$ cat config.mk
export PLATFORM = sky130hd
export DESIGN_NAME = ifft_frame_feeder
export DESIGN_NICKNAME = d
export VERILOG_FILES = /design/src/rtl/ifft_frame_feeder.sv
export SDC_FILE = /design/constraint.sdc
export NUM_CORES = 2
export LEC_CHECK = 0
export CORE_MARGIN = 2
export CORE_UTILIZATION = 25
export DETAILED_ROUTE_END_ITERATION = 7
export GPL_ROUTABILITY_DRIVEN = 0
export PLACE_DENSITY_LB_ADDON = 0.25
export SLEW_MARGIN = 10
export SYNTH_ARGS = -nofsm -noshare
export SYNTH_HDL_FRONTEND = slang
export SYNTH_SLANG_ARGS = --single-unit
$ cat constraint.sdc
create_clock -name clk -period 4.6 [get_ports clk]
set_clock_uncertainty 0.05 [all_clocks]
set_input_delay 1.38 -clock clk [delete_from_list [all_inputs] [get_ports clk]]
set_output_delay 1.38 -clock clk [all_outputs]
set_load 0.02 [all_outputs]
$ cat src/rtl/ifft_frame_feeder.sv
// ifft_frame_feeder: ping-pong frame buffer feeding an IFFT core.
// Samples are written into bank A/B. Each completed bank is replayed as one
// unbroken burst of FRAME_LEN pushes. If the other bank is already full,
// back-to-back frames stream with no gap between them.
// Optional feature: define IFFT_FEEDER_FLUSH_EN to add a flush input. Flush
// closes a partially filled frame, and the missing tail of that frame is
// pushed as zeros.
module ifft_frame_feeder #(
  parameter int W         = 28,
  parameter int FRAME_LEN = 32
) (
  input  logic         clk,
  input  logic         rst,
  input  logic         in_valid,
  output logic         in_ready,
  input  logic [W-1:0] in_re,
  input  logic [W-1:0] in_im,
`ifdef IFFT_FEEDER_FLUSH_EN
  input  logic         flush,
`endif
  output logic         pushin,
  output logic [W-1:0] dir,
  output logic [W-1:0] dii
);

  localparam int            AW       = $clog2(FRAME_LEN);
  localparam logic [AW-1:0] LAST_IDX = AW'(FRAME_LEN - 1);

  typedef enum logic {IDLE, BURST} state_t;

  state_t         state;
  state_t         state_next;

  logic [2*W-1:0] mem [2*FRAME_LEN];
  logic           wbank;
  logic           rbank;
  logic [AW-1:0]  wcnt;
  logic [AW-1:0]  rcnt;
  logic [1:0]     full;

  logic           accept;
  logic           frame_done;
  logic           present;
  logic           last_out;
  logic [2*W-1:0] rd_word;

  // The write side stalls only while the bank it targets still awaits readout.
  assign in_ready = !full[wbank];
  assign accept   = in_valid && in_ready;

  // A full read bank is always being presented: either the burst is starting
  // from IDLE, or the burst is continuing, since full stays set until the
  // last index of the bank has been presented.
  assign present  = full[rbank];
  assign last_out = present && (rcnt == LAST_IDX);

`ifdef IFFT_FEEDER_FLUSH_EN
  logic [AW:0] fill [2];
  logic [AW:0] fill_count;
  logic        flush_fire;

  assign flush_fire = flush && in_ready && ((wcnt != '0) || accept);
  assign fill_count = {1'b0, wcnt} + {{AW{1'b0}}, accept};
  assign frame_done = (accept && (wcnt == LAST_IDX)) || flush_fire;
  assign rd_word    = ({1'b0, rcnt} < fill[rbank]) ? mem[{rbank, rcnt}] : '0;

  // Remember how many real samples each closed bank holds so the tail reads as zero.
  always_ff @(posedge clk or posedge rst) begin
    if (rst) begin
      fill[0] <= '0;
      fill[1] <= '0;
    end else if (frame_done) begin
      fill[wbank] <= fill_count;
    end
  end
`else
  assign frame_done = accept && (wcnt == LAST_IDX);
  assign rd_word    = mem[{rbank, rcnt}];
`endif

  // Sample storage; contents survive reset because only the flags decide validity.
  always_ff @(posedge clk) begin
    if (accept) begin
      mem[{wbank, wcnt}] <= {in_re, in_im};
    end
  end

  // Write index and write-bank pointer advance on accepted samples and frame closes.
  always_ff @(posedge clk or posedge rst) begin
    if (rst) begin
      wbank <= 1'b0;
      wcnt  <= '0;
    end else if (frame_done) begin
      wbank <= ~wbank;
      wcnt  <= '0;
    end else if (accept) begin
      wcnt  <= wcnt + AW'(1);
    end
  end

  // Bank-full flags; set and clear always target different banks, so both may happen together.
  always_ff @(posedge clk or posedge rst) begin
    if (rst) begin
      full <= '0;
    end else begin
      if (last_out) begin
        full[rbank] <= 1'b0;
      end
      if (frame_done) begin
        full[wbank] <= 1'b1;
      end
    end
  end

  // Read FSM next state: stay in BURST for as long as a full bank is waiting.
  always_comb begin
    state_next = IDLE;
    case (state)
      IDLE: begin
        if (present) begin
          state_next = BURST;
        end
      end
      BURST: begin
        if (present) begin
          state_next = BURST;
        end else begin
          state_next = IDLE;
        end
      end
      default: state_next = IDLE;
    endcase
  end

  // Read state, read pointers and registered IFFT drive; outputs are zero when not pushing.
  always_ff @(posedge clk or posedge rst) begin
    if (rst) begin
      state  <= IDLE;
      rbank  <= 1'b0;
      rcnt   <= '0;
      pushin <= 1'b0;
      dir    <= '0;
      dii    <= '0;
    end else begin
      state <= state_next;
      if (present) begin
        pushin <= 1'b1;
        dir    <= rd_word[2*W-1:W];
        dii    <= rd_word[W-1:0];
        rcnt   <= rcnt + AW'(1);
        if (last_out) begin
          rbank <= ~rbank;
        end
      end else begin
        pushin <= 1'b0;
        dir    <= '0;
        dii    <= '0;
      end
    end
  end

endmodule
==> run metrics <==
status complete, no violations; Reg2Reg Depth 8; Syn Area/Cell approximately 24 sq um; Antenna Violating Nets Remaining 0; initial DRC count 8,094; Final period util 0.950; DP Area about 150,000 sq um; CTS Buf Count 398; multi-input logic area between 20,000 and 30,000 sq um; hold_sp full[0]; Synth warnings 0; crit path DAT 2940 ps; slowest stage delay, CP slightly below 900 ps; overall routing resource usage 0.156; H-tree Lvls 5; largest net degree at the start of global routing 65; Worst EP required ~3200 ps; antenna violations before repair 59; HPWL after detailed placement between 200,000 and 300,000 microns; Routed WL per cell around 32 microns; Tightest Hold Check Type flip-flop to flip-flop; CP max-delay cell clkdlybuf4s50_1; max-slew violations 0; worst vdd ir 0.339 mV; CTS root buf clkbuf_16; CP cell instances mux2i_1, clkdlybuf4s50_1; Leak Pwr just under 0.05 uW; DIE HEIGHT 748 microns; post-layout util 0.299; commonest non-fill, non-tap cell in the layout edfxtp_1; clock latency on the worst-skew pair between 900 and 1000 ps; Post-CTS Setup Repair Bufs 0; vias in the first global route between 60,000 and 70,000; CTS tree yes; Synth Flop Type edfxtp_1; Clock Sinks around 3,700; WHS Endpoint full[0]; Clock Tree Buf Depth 4; Yosys cell types 50; CP Max Fanout 6; Layout area overhead 19.3%; share of cells above drive strength 1 0.323; Final Non-Filler Cells approximately 14,000; Buf/Inv on CP 1; Final Instance Area roughly 170,000 sq um; most frequent cells in the layout edfxtp_1, mux4_2, clkbuf_16; Fill cells approximately 53,000; Core Footprint between 500,000 and 600,000 sq um; CP Class flip-flop to output pin; fin nets approximately 6,400; r2r startpoint rcnt[0]; Mapped Cells around 5,700; Port-buffer cells approximately 120; Starting Density 0.251; sequential cell area fraction in the yosys report 0.790; crit-path leading delay family buffers and inverters; final setup vio count 0; hold path cells 1; Slew @ Worst Pin between 1000 and 1500 ps; Post-Place Cells ~13,000; Post-Syn Area 138,000 sq um; Reg-to-Reg End dir[5]; die outline area 560,000 sq um; crit start category flip-flop; RSZ-0062 raised after global routing no; # IOs 117; P per Cell Area 552 nW/um^2; Crit. End Element output pin; Reg clk slew, reported paths roughly 60 ps; Post-synth ARST share 0.0194; grt ovf 0; R2R Setup Slk just under 800 ps; setup TNS after final layout 0 ps; Final Hold Vio Count 0; Initial DRT Pass Iterations 5; Net Count, Synth 5,741; first-pass GRT wire length a little over 600,000 microns; Slew HR 0.243; post_cts resized 0; DRT Wirelength roughly 450,000 microns; DIE WIDTH 748 microns; Max Clock Freq approximately 230 MHz; Avg Vias per Cell between 4 and 5; maxcap violations 0; DRC 0; flops & latches, synth between 3,000 and 4,000; placement row count ~270; hold buffers post-CTS 0; fin crit period around 4400 ps; Post-synth EDFFs 3,584; storage element area around 110,000 sq um; total power draw 91,100 uW; Vias 66,200
-- power breakdown --
part / switching [uW] / internal [uW]
registers: 573 / 37800
clock network: 13400 / 18300
logic: 11800 / 9200
-- registers in the layout (all words and copies together) (netlist names) --
name,flops
mem,3584
dir,28
rbank,1
wcnt,5
full,2
pushin,1
rcnt,5
dii,28
wbank,1
-- per-stage QoR --
step	hold WS [ps]	setup WS (ps)
after floorplan	471	-336
after global placement	550	53.3
after detailed placement	550	168
after CTS	549	85.4
after global routing	589	135
final	577	228
-- worst max path at each step --
stage,endpoint,cells after the start,startpoint,slack (ps)
after floorplan,mem[39][0],4,in_valid,-340
after global placement,mem[2][26],8,in_valid,50
after detailed placement,mem[11][23],7,in_valid,170
after CTS,in_ready,2,full[1],90
after global routing,in_ready,2,full[1],140
final,in_ready,2,full[1],230
-- metal layers --
layer / vias up / track usage / part of all wire
li1: 26000 / - / -
met1: 37300 / 0.214 / 0.43
met2: 2398 / 0.263 / 0.49
met3: 498 / 0.0227 / 0.058
met4: 12 / 0.0344 / 0.023
met5: - / 0 / 0.00019
-- Yosys cell counts, drive strengths merged (7+ instances only) --
master  number  area share
a21oi       52      0.0019
nor3        13     0.00047
a22o        10     0.00063
nand2b       9     0.00041
a22oi       88      0.0048
mux4      1010        0.16
a221oi      22      0.0014
a31oi        9     0.00041
buf        233      0.0095
edfxtp    3584        0.78
a211oi      18     0.00098
nor2       102      0.0028
mux2         7     0.00057
o22ai       17     0.00077
clkbuf      68      0.0018
nand2       69      0.0019
dfrtp       71       0.013
o221ai      12     0.00076
o21ai       29      0.0010
nand3       42      0.0015
mux2i      131      0.0095
nor2b       20     0.00090
-- worst reg2reg max path: stages, from the launching register on --
cell      delay, ps
dfrtp_4         890
buf_12          580
buf_4           420
mux4_2          530
mux2i_1         330
a221oi_1        150
buf_4           190
o21ai_0         430
nand2_1         110
-- area by class of cell --
type	instances	share of cell area
Sequential cell	3655	0.662
Multi-Input combinational cell	1718	0.170
Clock buffer	504	0.0641
Tap cell	7287	0.0552
Inverter	4	0.000121
Clock inverter	233	0.0137
Antenna cell	21	0.000318
Timing Repair Buffer	539	0.0346
-- logic make-up after synthesis --
kind of cell	Yosys count	synth area share
and+or+nand+nor	282	0.00926
xor gates and xnor gates	4	0.000253
adders and majority gates	4	0.000362
AOI/OAI and AO/OA	280	0.0141
muxes	1148	0.174
DFF	3655	0.790
buffers and inverters	305	0.0115
Note: power is estimated with default switching activity, not from simulation.
